--- src/rtl/hp_pkg.sv ---
// Shared constants, FSM encoding and binary16 classification helpers for the HP arithmetic datapath.
package hp_pkg;

   localparam int QBITS = 13;
   localparam logic signed [6:0] EBIAS = 7'sd15;

   localparam logic [15:0] QNAN_VAL = 16'hFFFF;
   localparam logic [1:0]  EXC_NAN  = 2'b11;
   localparam logic [1:0]  EXC_POS  = 2'b01;
   localparam logic [1:0]  EXC_NEG  = 2'b10;
   localparam logic [1:0]  EXC_ZERO = 2'b00;

   typedef enum logic [1:0] {
      IDLE = 2'd0,
      DIV  = 2'd1,
      NORM = 2'd2,
      DONE = 2'd3
   } hp_state_e;

   // Exponent field 0 covers both true zero and subnormals, which are flushed.
   function automatic logic is_zero(input logic [15:0] x);
      return (x[14:10] == 5'd0);
   endfunction

   function automatic logic is_inf(input logic [15:0] x);
      return (x[14:10] == 5'h1F) && (x[9:0] == 10'd0);
   endfunction

   function automatic logic is_nan(input logic [15:0] x);
      return (x[14:10] == 5'h1F) && (x[9:0] != 10'd0);
   endfunction

   function automatic logic [1:0] sign_exc(input logic s);
      return s ? EXC_NEG : EXC_POS;
   endfunction

endpackage

--- src/rtl/hp_mant_div_step.sv ---
// One restoring-division step: emit a quotient bit and produce the shifted partial remainder.
module hp_mant_div_step (
   input  logic [12:0] rem,
   input  logic [10:0] d,
   output logic        qbit,
   output logic [12:0] rem_next
);

   logic [12:0] diff_s;

   // Compare, conditionally subtract, then shift left for the next bit.
   always_comb begin
      qbit   = (rem >= {2'b00, d});
      diff_s = rem - {2'b00, d};
      if (qbit) begin
         rem_next = {diff_s[11:0], 1'b0};
      end else begin
         rem_next = {rem[11:0], 1'b0};
      end
   end

endmodule

--- src/rtl/hp_divider.sv ---
// Sequential binary16 divider: restoring radix-2 mantissa division, one quotient bit per clock,
// with valid/ready handshakes on the operand and result sides.
module hp_divider
   import hp_pkg::*;
(
   input  logic        clk,
   input  logic        rst,
   input  logic        in_valid,
   output logic        in_ready,
   input  logic [15:0] hp_inA,
   input  logic [15:0] hp_inB,
   output logic        out_valid,
   input  logic        out_ready,
   output logic [15:0] hp_quot,
   output logic [1:0]  Exceptions
);

   hp_state_e   state_r, state_s;
   logic [3:0]  cnt_r;
   logic [12:0] rem_r;
   logic [12:0] q_r;
   logic [10:0] d_r;
   logic [4:0]  ea_r, eb_r;
   logic        sign_r;
   logic [15:0] quot_r;
   logic [1:0]  exc_r;
   logic        out_valid_r;
   logic        in_ready_r;

   logic        accept_s, xfer_s, sign_in_s;
   logic        a_zero_s, a_inf_s, a_nan_s, b_zero_s, b_inf_s, b_nan_s;
   logic        special_s;
   logic [15:0] spec_quot_s;
   logic [1:0]  spec_exc_s;
   logic        step_qbit_s;
   logic [12:0] step_rem_s;
   logic [9:0]  mant_s, mant_rnd_s;
   logic        guard_s;
   logic signed [6:0] e_base_s, e_diff_s, e_rnd_s;
   logic [15:0] norm_quot_s;
   logic [1:0]  norm_exc_s;

   assign accept_s  = in_valid & in_ready_r;
   assign xfer_s    = out_valid_r & out_ready;
   assign sign_in_s = hp_inA[15] ^ hp_inB[15];

   assign in_ready   = in_ready_r;
   assign out_valid  = out_valid_r;
   assign hp_quot    = quot_r;
   assign Exceptions = exc_r;

   hp_mant_div_step u_step (
      .rem      (rem_r),
      .d        (d_r),
      .qbit     (step_qbit_s),
      .rem_next (step_rem_s)
   );

   // Classify the incoming operands and resolve results that need no division.
   always_comb begin
      a_zero_s    = is_zero(hp_inA);
      a_inf_s     = is_inf(hp_inA);
      a_nan_s     = is_nan(hp_inA);
      b_zero_s    = is_zero(hp_inB);
      b_inf_s     = is_inf(hp_inB);
      b_nan_s     = is_nan(hp_inB);
      special_s   = 1'b0;
      spec_quot_s = 16'h0000;
      spec_exc_s  = EXC_ZERO;
      if (a_nan_s || b_nan_s || (a_zero_s && b_zero_s) || (a_inf_s && b_inf_s)) begin
         special_s   = 1'b1;
         spec_quot_s = QNAN_VAL;
         spec_exc_s  = EXC_NAN;
      end else if (b_zero_s || a_inf_s) begin
         special_s   = 1'b1;
         spec_quot_s = {sign_in_s, 5'h1F, 10'h000};
         spec_exc_s  = sign_exc(sign_in_s);
      end else if (a_zero_s || b_inf_s) begin
         special_s   = 1'b1;
         spec_quot_s = {sign_in_s, 15'h0000};
         spec_exc_s  = EXC_ZERO;
      end else begin
         special_s   = 1'b0;
      end
   end

   // Normalise the quotient, round half-up on the guard bit and range-check the exponent.
   always_comb begin
      if (q_r[12]) begin
         mant_s   = q_r[11:2];
         guard_s  = q_r[1];
         e_base_s = EBIAS;
      end else begin
         mant_s   = q_r[10:1];
         guard_s  = q_r[0];
         e_base_s = EBIAS - 7'sd1;
      end
      e_diff_s = $signed({2'b00, ea_r}) - $signed({2'b00, eb_r}) + e_base_s;
      if (guard_s && (mant_s == 10'h3FF)) begin
         mant_rnd_s = 10'h000;
         e_rnd_s    = e_diff_s + 7'sd1;
      end else if (guard_s) begin
         mant_rnd_s = mant_s + 10'd1;
         e_rnd_s    = e_diff_s;
      end else begin
         mant_rnd_s = mant_s;
         e_rnd_s    = e_diff_s;
      end
      if (e_rnd_s >= 7'sd31) begin
         norm_quot_s = {sign_r, 5'h1F, 10'h000};
         norm_exc_s  = sign_exc(sign_r);
      end else if (e_rnd_s <= 7'sd0) begin
         norm_quot_s = {sign_r, 15'h0000};
         norm_exc_s  = EXC_ZERO;
      end else begin
         norm_quot_s = {sign_r, e_rnd_s[4:0], mant_rnd_s};
         norm_exc_s  = sign_exc(sign_r);
      end
   end

   // Next-state logic for the IDLE -> DIV -> NORM -> DONE sequence.
   always_comb begin
      state_s = state_r;
      case (state_r)
         IDLE: begin
            if (accept_s && special_s) begin
               state_s = DONE;
            end else if (accept_s) begin
               state_s = DIV;
            end else begin
               state_s = IDLE;
            end
         end
         DIV: begin
            if (cnt_r == 4'(QBITS - 1)) begin
               state_s = NORM;
            end else begin
               state_s = DIV;
            end
         end
         NORM: state_s = DONE;
         DONE: begin
            if (xfer_s) begin
               state_s = IDLE;
            end else begin
               state_s = DONE;
            end
         end
         default: state_s = IDLE;
      endcase
   end

   // State, datapath and registered handshake outputs.
   always_ff @(posedge clk) begin
      if (rst) begin
         state_r     <= IDLE;
         cnt_r       <= 4'd0;
         rem_r       <= 13'd0;
         q_r         <= 13'd0;
         d_r         <= 11'd0;
         ea_r        <= 5'd0;
         eb_r        <= 5'd0;
         sign_r      <= 1'b0;
         quot_r      <= 16'h0000;
         exc_r       <= EXC_ZERO;
         out_valid_r <= 1'b0;
         in_ready_r  <= 1'b1;
      end else begin
         state_r    <= state_s;
         in_ready_r <= (state_s == IDLE);
         // Result is presented from the second DONE cycle and held until transferred.
         out_valid_r <= (state_r == DONE) && !xfer_s;
         case (state_r)
            IDLE: begin
               if (accept_s) begin
                  rem_r  <= {2'b01, hp_inA[9:0]};
                  d_r    <= {1'b1, hp_inB[9:0]};
                  ea_r   <= hp_inA[14:10];
                  eb_r   <= hp_inB[14:10];
                  sign_r <= sign_in_s;
                  q_r    <= 13'd0;
                  cnt_r  <= 4'd0;
                  if (special_s) begin
                     quot_r <= spec_quot_s;
                     exc_r  <= spec_exc_s;
                  end
               end
            end
            DIV: begin
               rem_r <= step_rem_s;
               q_r   <= {q_r[11:0], step_qbit_s};
               cnt_r <= cnt_r + 4'd1;
            end
            NORM: begin
               quot_r <= norm_quot_s;
               exc_r  <= norm_exc_s;
               cnt_r  <= 4'd0;
            end
            DONE: begin
               cnt_r <= 4'd0;
            end
            default: begin
               cnt_r <= 4'd0;
            end
         endcase
      end
   end

endmodule

--- config.mk ---
export PLATFORM = sky130hd
export DESIGN_NAME = hp_divider
export DESIGN_NICKNAME = d
export VERILOG_FILES = /design/src/rtl/hp_pkg.sv /design/src/rtl/hp_mant_div_step.sv /design/src/rtl/hp_divider.sv
export SDC_FILE = /design/constraint.sdc
export NUM_CORES = 1
export LEC_CHECK = 0
export BUFFER_PORTS_ARGS = -buffer_cell sky130_fd_sc_hd__buf_2
export CORE_AREA = 5 5 95 97
export DETAILED_ROUTE_END_ITERATION = 16
export DIE_AREA = 0 0 100 102
export GPL_TIMING_DRIVEN = 0
export PLACE_DENSITY = 0.83
export SETUP_SLACK_MARGIN = 0.3
export SLEW_MARGIN = 25
export SYNTH_ARGS = -nofsm -noshare
export SYNTH_HDL_FRONTEND = slang
export SYNTH_SLANG_ARGS = --single-unit
--- constraint.sdc ---
create_clock -name clk -period 7.8 [get_ports clk]
set_input_delay 0.39 -clock clk [delete_from_list [all_inputs] [get_ports clk]]
set_output_delay 0.39 -clock clk [all_outputs]
set_load 0.005 [all_outputs]
Yosys cells after proc, flatten, opt, wreduce, memory -nomap -nowiden
Cells that the tools add are included.
Word-level totals
  logic and storage cells: 100
  memories kept: 0
  memory bits (read-only): 0
  output and inout bits: 20
  bits in registers: 74
  memory bits (writable): 0
  latch bits: 0
  bits of input ports: 36
Operators by class
  $lt $le $gt $ge: 3
  multiply operators: 0
  shifts and indexed selects: 0
  add/sub/neg operators: 6
  eq/ne operators: 9
  bitwise operators: 3
  mux-type cells: 38
  divide/modulo/power cells: 0
  reductions and logical operators: 29
Operators with widths (count)
  2-to-1 mux 16 bit: 5
  case mux 13 bit (2 select lines): 2
  2-to-1 mux 13 bit: 3
  case mux 16 bit (2 select lines): 1
  2-to-1 mux 10 bit: 3
  2-to-1 mux 15 bit: 2
  2-to-1 mux 2 bit: 11
  zero test 10 bit: 2
  nonzero test 10 bit: 2
  greater-or-equal comparator 13 x 11 -> 1 bit: 1
  case mux 4 bit (3 select lines): 1
  subtractor 12 x 11 -> 12 bit: 1
  adder 10 x 1 -> 10 bit (second input constant): 1
  == test 10 bit (second input constant): 1
  == test 5 bit (second input constant): 2
  zero test 5 bit: 2
  logical AND 1 bit: 9
  case mux 2 bit (4 select lines): 1
  adder 6 x 5 -> 7 bit: 1
  adder 7 x 2 -> 7 bit (second input constant): 1
  greater-or-equal comparator 7 x 6 -> 1 bit (second input constant): 1
  less-or-equal comparator 7 x 1 -> 1 bit (second input constant): 1
  2-to-1 mux 7 bit: 1
  2-to-1 mux 1 bit: 6
  other kinds (17): 27

Depth between registers and ports, before layout
  depth after elaboration: 10
  depth in mapped cells: 15
  depth with buffers taken out: 15

Hierarchy
Synthesis repeated with hierarchy kept, for this count alone.
Second synthesis, totals
  cells, all modules: 574
  area total of the unflattened synthesis: 4655.7 µm²
Modules (own cells, without submodules)
  hp_divider: area an instance 3913.8 µm², cells an instance 475, times used 1, seq. area each 1481.4 µm²
  hp_mant_div_step: area an instance 742.0 µm², cells an instance 99, times used 1, seq. area each 0.0 µm²

Least setup slack after synthesis
No wires, ideal clock.
  kind: reg-to-reg
  from: reg q_r[12]
  to: reg quot_r[13], in the netlist hp_quot[13]
  buffers on the path: 2
  setup time: 0.079 ns
  clock period less this slack: 3.085 ns
  cell stages (with the launch flop): 13
  slack: 4.715 ns
  data required time: 7.721 ns
  data arrival time: 3.005 ns
  cells stage by stage: dfxtp_1 -> buf_4 -> clkbuf_1 -> mux2_2 -> ha_1 -> nand4_1 -> a211oi_4 -> nand2_4 -> o31ai_2 -> xnor2_1 -> o211ai_1 -> a21o_1 -> a211oi_2
On the way
  longest elaborated chain between the ends: 8
  elaborated cells between the ends (all ways): 13
  those cells by class: add/sub: 2; order compare: 2; eq/ne: 1; mux: 7; reduce/logical: 1
Ends and longest elaborated chain
  start: declaration: RTL line hp_divider.sv:21  | logic [12:0] q_r;
  start signal: assignment: RTL line hp_divider.sv:191  | q_r <= {q_r[11:0], step_qbit_s};
  2-to-1 mux 1 bit or 2-to-1 mux 10 bit (tied branches): RTL line hp_divider.sv:89  | if (q_r[12]) begin
  adder 6 x 5 -> 7 bit or == test 10 bit (tied branches): RTL line hp_divider.sv:98, hp_divider.sv:99
  adder 7 x 2 -> 7 bit or logical AND 1 bit (tied branches): RTL line hp_divider.sv:101, hp_divider.sv:99
  2-to-1 mux 7 bit *: RTL line hp_divider.sv:99  | if (guard_s && (mant_s == 10'h3FF)) begin
  less-or-equal comparator 7 x 1 -> 1 bit: RTL line hp_divider.sv:112  | end else if (e_rnd_s <= 7'sd0) begin
  2-to-1 mux 15 bit: RTL line hp_divider.sv:112
  2-to-1 mux 15 bit *: RTL line hp_divider.sv:109  | if (e_rnd_s >= 7'sd31) begin
  case mux 16 bit (2 select lines) *: RTL line hp_divider.sv:173  | case (state_r)
  end signal: assignment: RTL line hp_divider.sv:184  | quot_r <= spec_quot_s;
  end signal: assignment: RTL line hp_divider.sv:195  | quot_r <= norm_quot_s;
  end: declaration: RTL line hp_divider.sv:25  | logic [15:0] quot_r;
Mark *: on every way between the ends. The rest lies on a longest branch, timed or not.
A chain may end at the register's enable or synchronous reset.

Worst setup path after layout
  from: reg q_r[12]
  to: reg quot_r[11], in the netlist hp_quot[11]
The elaborated chain is that of the path after synthesis.

==> metrics.md <==
| Metric | Value |
|---|---|
| P per Cell Area | `296.7 nW/um^2` |
| Die Span X | `100 um` |
| Critical Path AT | `4000 ps` |
| Iteration-0 DRC Markers | `326` |
| Status | `completed` |
| Layout fillers | `747` |
| Distinct cells, synth | `60` |
| Setup Skew | `12.59 ps` |
| Dpl cells | `790` |
| Synth Cell Area | `4702 um^2` |
| Rel. slew slack | `52.90%` |
| P_leak | `2.126 nW` |
| Clk sink count | `74` |
| Number of enable flip-flop cells after synthesis | `0` |
| Hpwl dp | `9562 um` |
| Hold Violations, Final | `0` |
| # DRC | `0` |
| Synth warn | `0` |
| # Max-Cap Violations | `0` |
| Vias in the first global route | `4381` |
| I/O Pins | `56` |
| Max Transition Viols Final | `0` |
| First-pass GRT wire length | `20320 um` |
| Cells after synthesis | `630` |
| Final setup viols | `0` |
| Initial antenna violation count | `0` |
| Nets | `756` |
| Final period util | `48.03%` |
| Htree depth | `3` |
| Root buffer cell | `clkbuf_8` |
| Non-Filler Instances | `806` |
| Pin count of the biggest net entering global routing | `13` |
| Tmin final | `3746 ps` |
| Fin util | `65.98%` |
| Setup_tns | `0 ps` |
| Rows | `33` |
| CP startpoint kind | `register` |
| Layout cells sized above 1 | `13.98%` |
| Placer Congestion | `0.9086` |
| Req. time, crit path | `8060 ps` |
| CTS Buf Count | `9` |
| Worst-path fanout max | `10` |
| Layout Area Growth over Synthesis | `12.99%` |
| Register area share after synthesis | `31.51%` |
| Clk buf depth | `2` |
| DRT Pass-1 Iters | `5` |
| Synth async-reset ratio | `0%` |
| Ant diodes | `0` |
| Peak VDD IR | `0.2081 mV` |
| DIE HEIGHT | `102 um` |
| DR vias | `4755` |
| Hold Crit Class | `primary input to register` |
| CP Capture Type | `register` |
| Post-cts sizing count | `0` |
| Main synth FF type | `dfxtp_1` |
| Area of the core | `8051 um^2` |
| Fmax | `266.9 MHz` |
| Total GRT Usage | `24.40%` |
| GRT overflow | `0` |
| Slew @ Worst Pin | `701.0 ps` |
| Buffers on Ports | `55` |
| Setup CP Type | `register to register` |
| WL/cell | `15.22 um` |
| Die area | `10200 um^2` |
| Overall routed net length | `12270 um` |
| Clock transition at path regs | `80 ps` |
| Synth Register Bits | `74` |
| Post-Syn Nets | `690` |
| Worst skew pair latency | `350 ps` |
| Post-CTS Repair Setup Buffers | `0` |
| Via/cell ratio | `5.900` |
| Initial Utilization | `58.40%` |
| Avg Inst Size Synth | `7.464 um^2` |
| CTS tree | `yes` |
| Number of hold buffers added after cts | `0` |
| ANT nets after route | `0` |
| RSZ-0062 raised after global routing | `false` |
logic make-up after synthesis:
kind of cell | count (synthesis) | share of synthesized area [%]
DFF | 74 | 31.51
AOI/OAI and AO/OA | 168 | 23.44
muxes | 10 | 2.209
buffers and inverters | 69 | 5.721
and+or+nand+nor | 263 | 25.71
adders and majority gates | 24 | 6.706
xor gates and xnor gates | 22 | 4.710
cells in the mapped netlist (7+ instances only):
| master | n | area (um^2) |
|---|---|---|
| a211oi_1 | 13 | 97.59 |
| a21o_1 | 8 | 60.06 |
| a21oi_1 | 69 | 345.3 |
| a31oi_1 | 8 | 50.05 |
| clkbuf_1 | 27 | 101.4 |
| dfxtp_1 | 74 | 1481 |
| ha_1 | 22 | 275.3 |
| inv_1 | 36 | 135.1 |
| mux2i_1 | 7 | 70.07 |
| nand2_1 | 110 | 412.9 |
| nand3_1 | 27 | 135.1 |
| nor2_1 | 56 | 210.2 |
| nor3_1 | 22 | 110.1 |
| o21ai_0 | 22 | 110.1 |
| xnor2_1 | 15 | 131.4 |
registers in the layout (all words and copies together) (netlist names):
name,flops
Exceptions,2
cnt_r,4
d_r,11
ea_r,5
eb_r,5
hp_quot,16
in_ready,1
out_valid,1
q_r,13
rem_r,13
sign_r,1
state_r,2
report_power, final:
group	switching, W	total [W]	internal [W]
Clock	0.000145	0.000309	0.000164
Sequential	0.0000348	0.000461	0.000426
Combinational	0.000484	0.000806	0.000322
Total	0.000664	0.00158	0.000912
layer usage:
layer  global-route usage (%)  part of all wire, %  up-vias
li1                         -                    -     2339
met1                    32.14                   44     2195
met2                    40.07                   46      194
met3                    4.164                  7.3       27
met4                    9.637                  2.4        0
met5                        0                    0        -
critical path, stage by stage (launching register included):
cell and delay, ps:
dfxtp_1 460, buf_4 220, clkbuf_1 400, mux2_2 250, ha_1 230, nand4_1 210
a211oi_4 460, nand2_4 180, o31ai_2 270, xnor2_1 260, o211ai_1 230, a21o_1 290
a211oi_1 200
stage by stage:
| stage | power (W) | hold slack (ps) | area [um^2] | setup slack [ps] |
|---|---|---|---|---|
| floorplan | 0.001083 | 435.3 | 4702 | 4715 |
| global placement | 0.001232 | 443.3 | 5109 | 4238 |
| detailed placement | 0.001259 | 449.2 | 5109 | 4081 |
| CTS | 0.001567 | 278.7 | 5313 | 4041 |
| global route | 0.001679 | 280.2 | 5313 | 3834 |
| finish | 0.001576 | 286.7 | 5313 | 4054 |
layout make-up:
cell class                      instances  area, um^2  share of cell area (%)
Multi-Input combinational cell        487        2952                   55.56
Sequential cell                        74        1481                   27.89
Timing Repair Buffer                   55       275.3                   5.181
Clock buffer                           11       151.4                   2.850
Inverter                               36       135.1                   2.544
Buffer                                 33       133.9                   2.520
Tap cell                              105       131.4                   2.473
Clock inverter                          5       52.55                  0.9892
placed cells by master (no fill, tap or decap), types with 27 or more instances in the layout:
cell type  instances
nand2_1          110
buf_2             56
dfxtp_1           74
a21oi_1           69
inv_1             36
clkbuf_1          27
nand3_1           27
nor2_1            56
path summary, 6_finish.rpt:
path	from	end	slack [ps]	cells after the start
worst max-delay path	q_r[12]$_SDFFE_PP0P_	hp_quot[11]$_SDFFE_PP0P_	4050	12
worst min-delay path	hp_inB[7]	d_r[7]$_SDFFE_PP0P_	290	3
worst max register to register	q_r[12]$_SDFFE_PP0P_	hp_quot[11]$_SDFFE_PP0P_	4050	12
worst min register to register	d_r[7]$_SDFFE_PP0P_	d_r[7]$_SDFFE_PP0P_	460	2
Note: power is estimated with default switching activity, not from simulation.
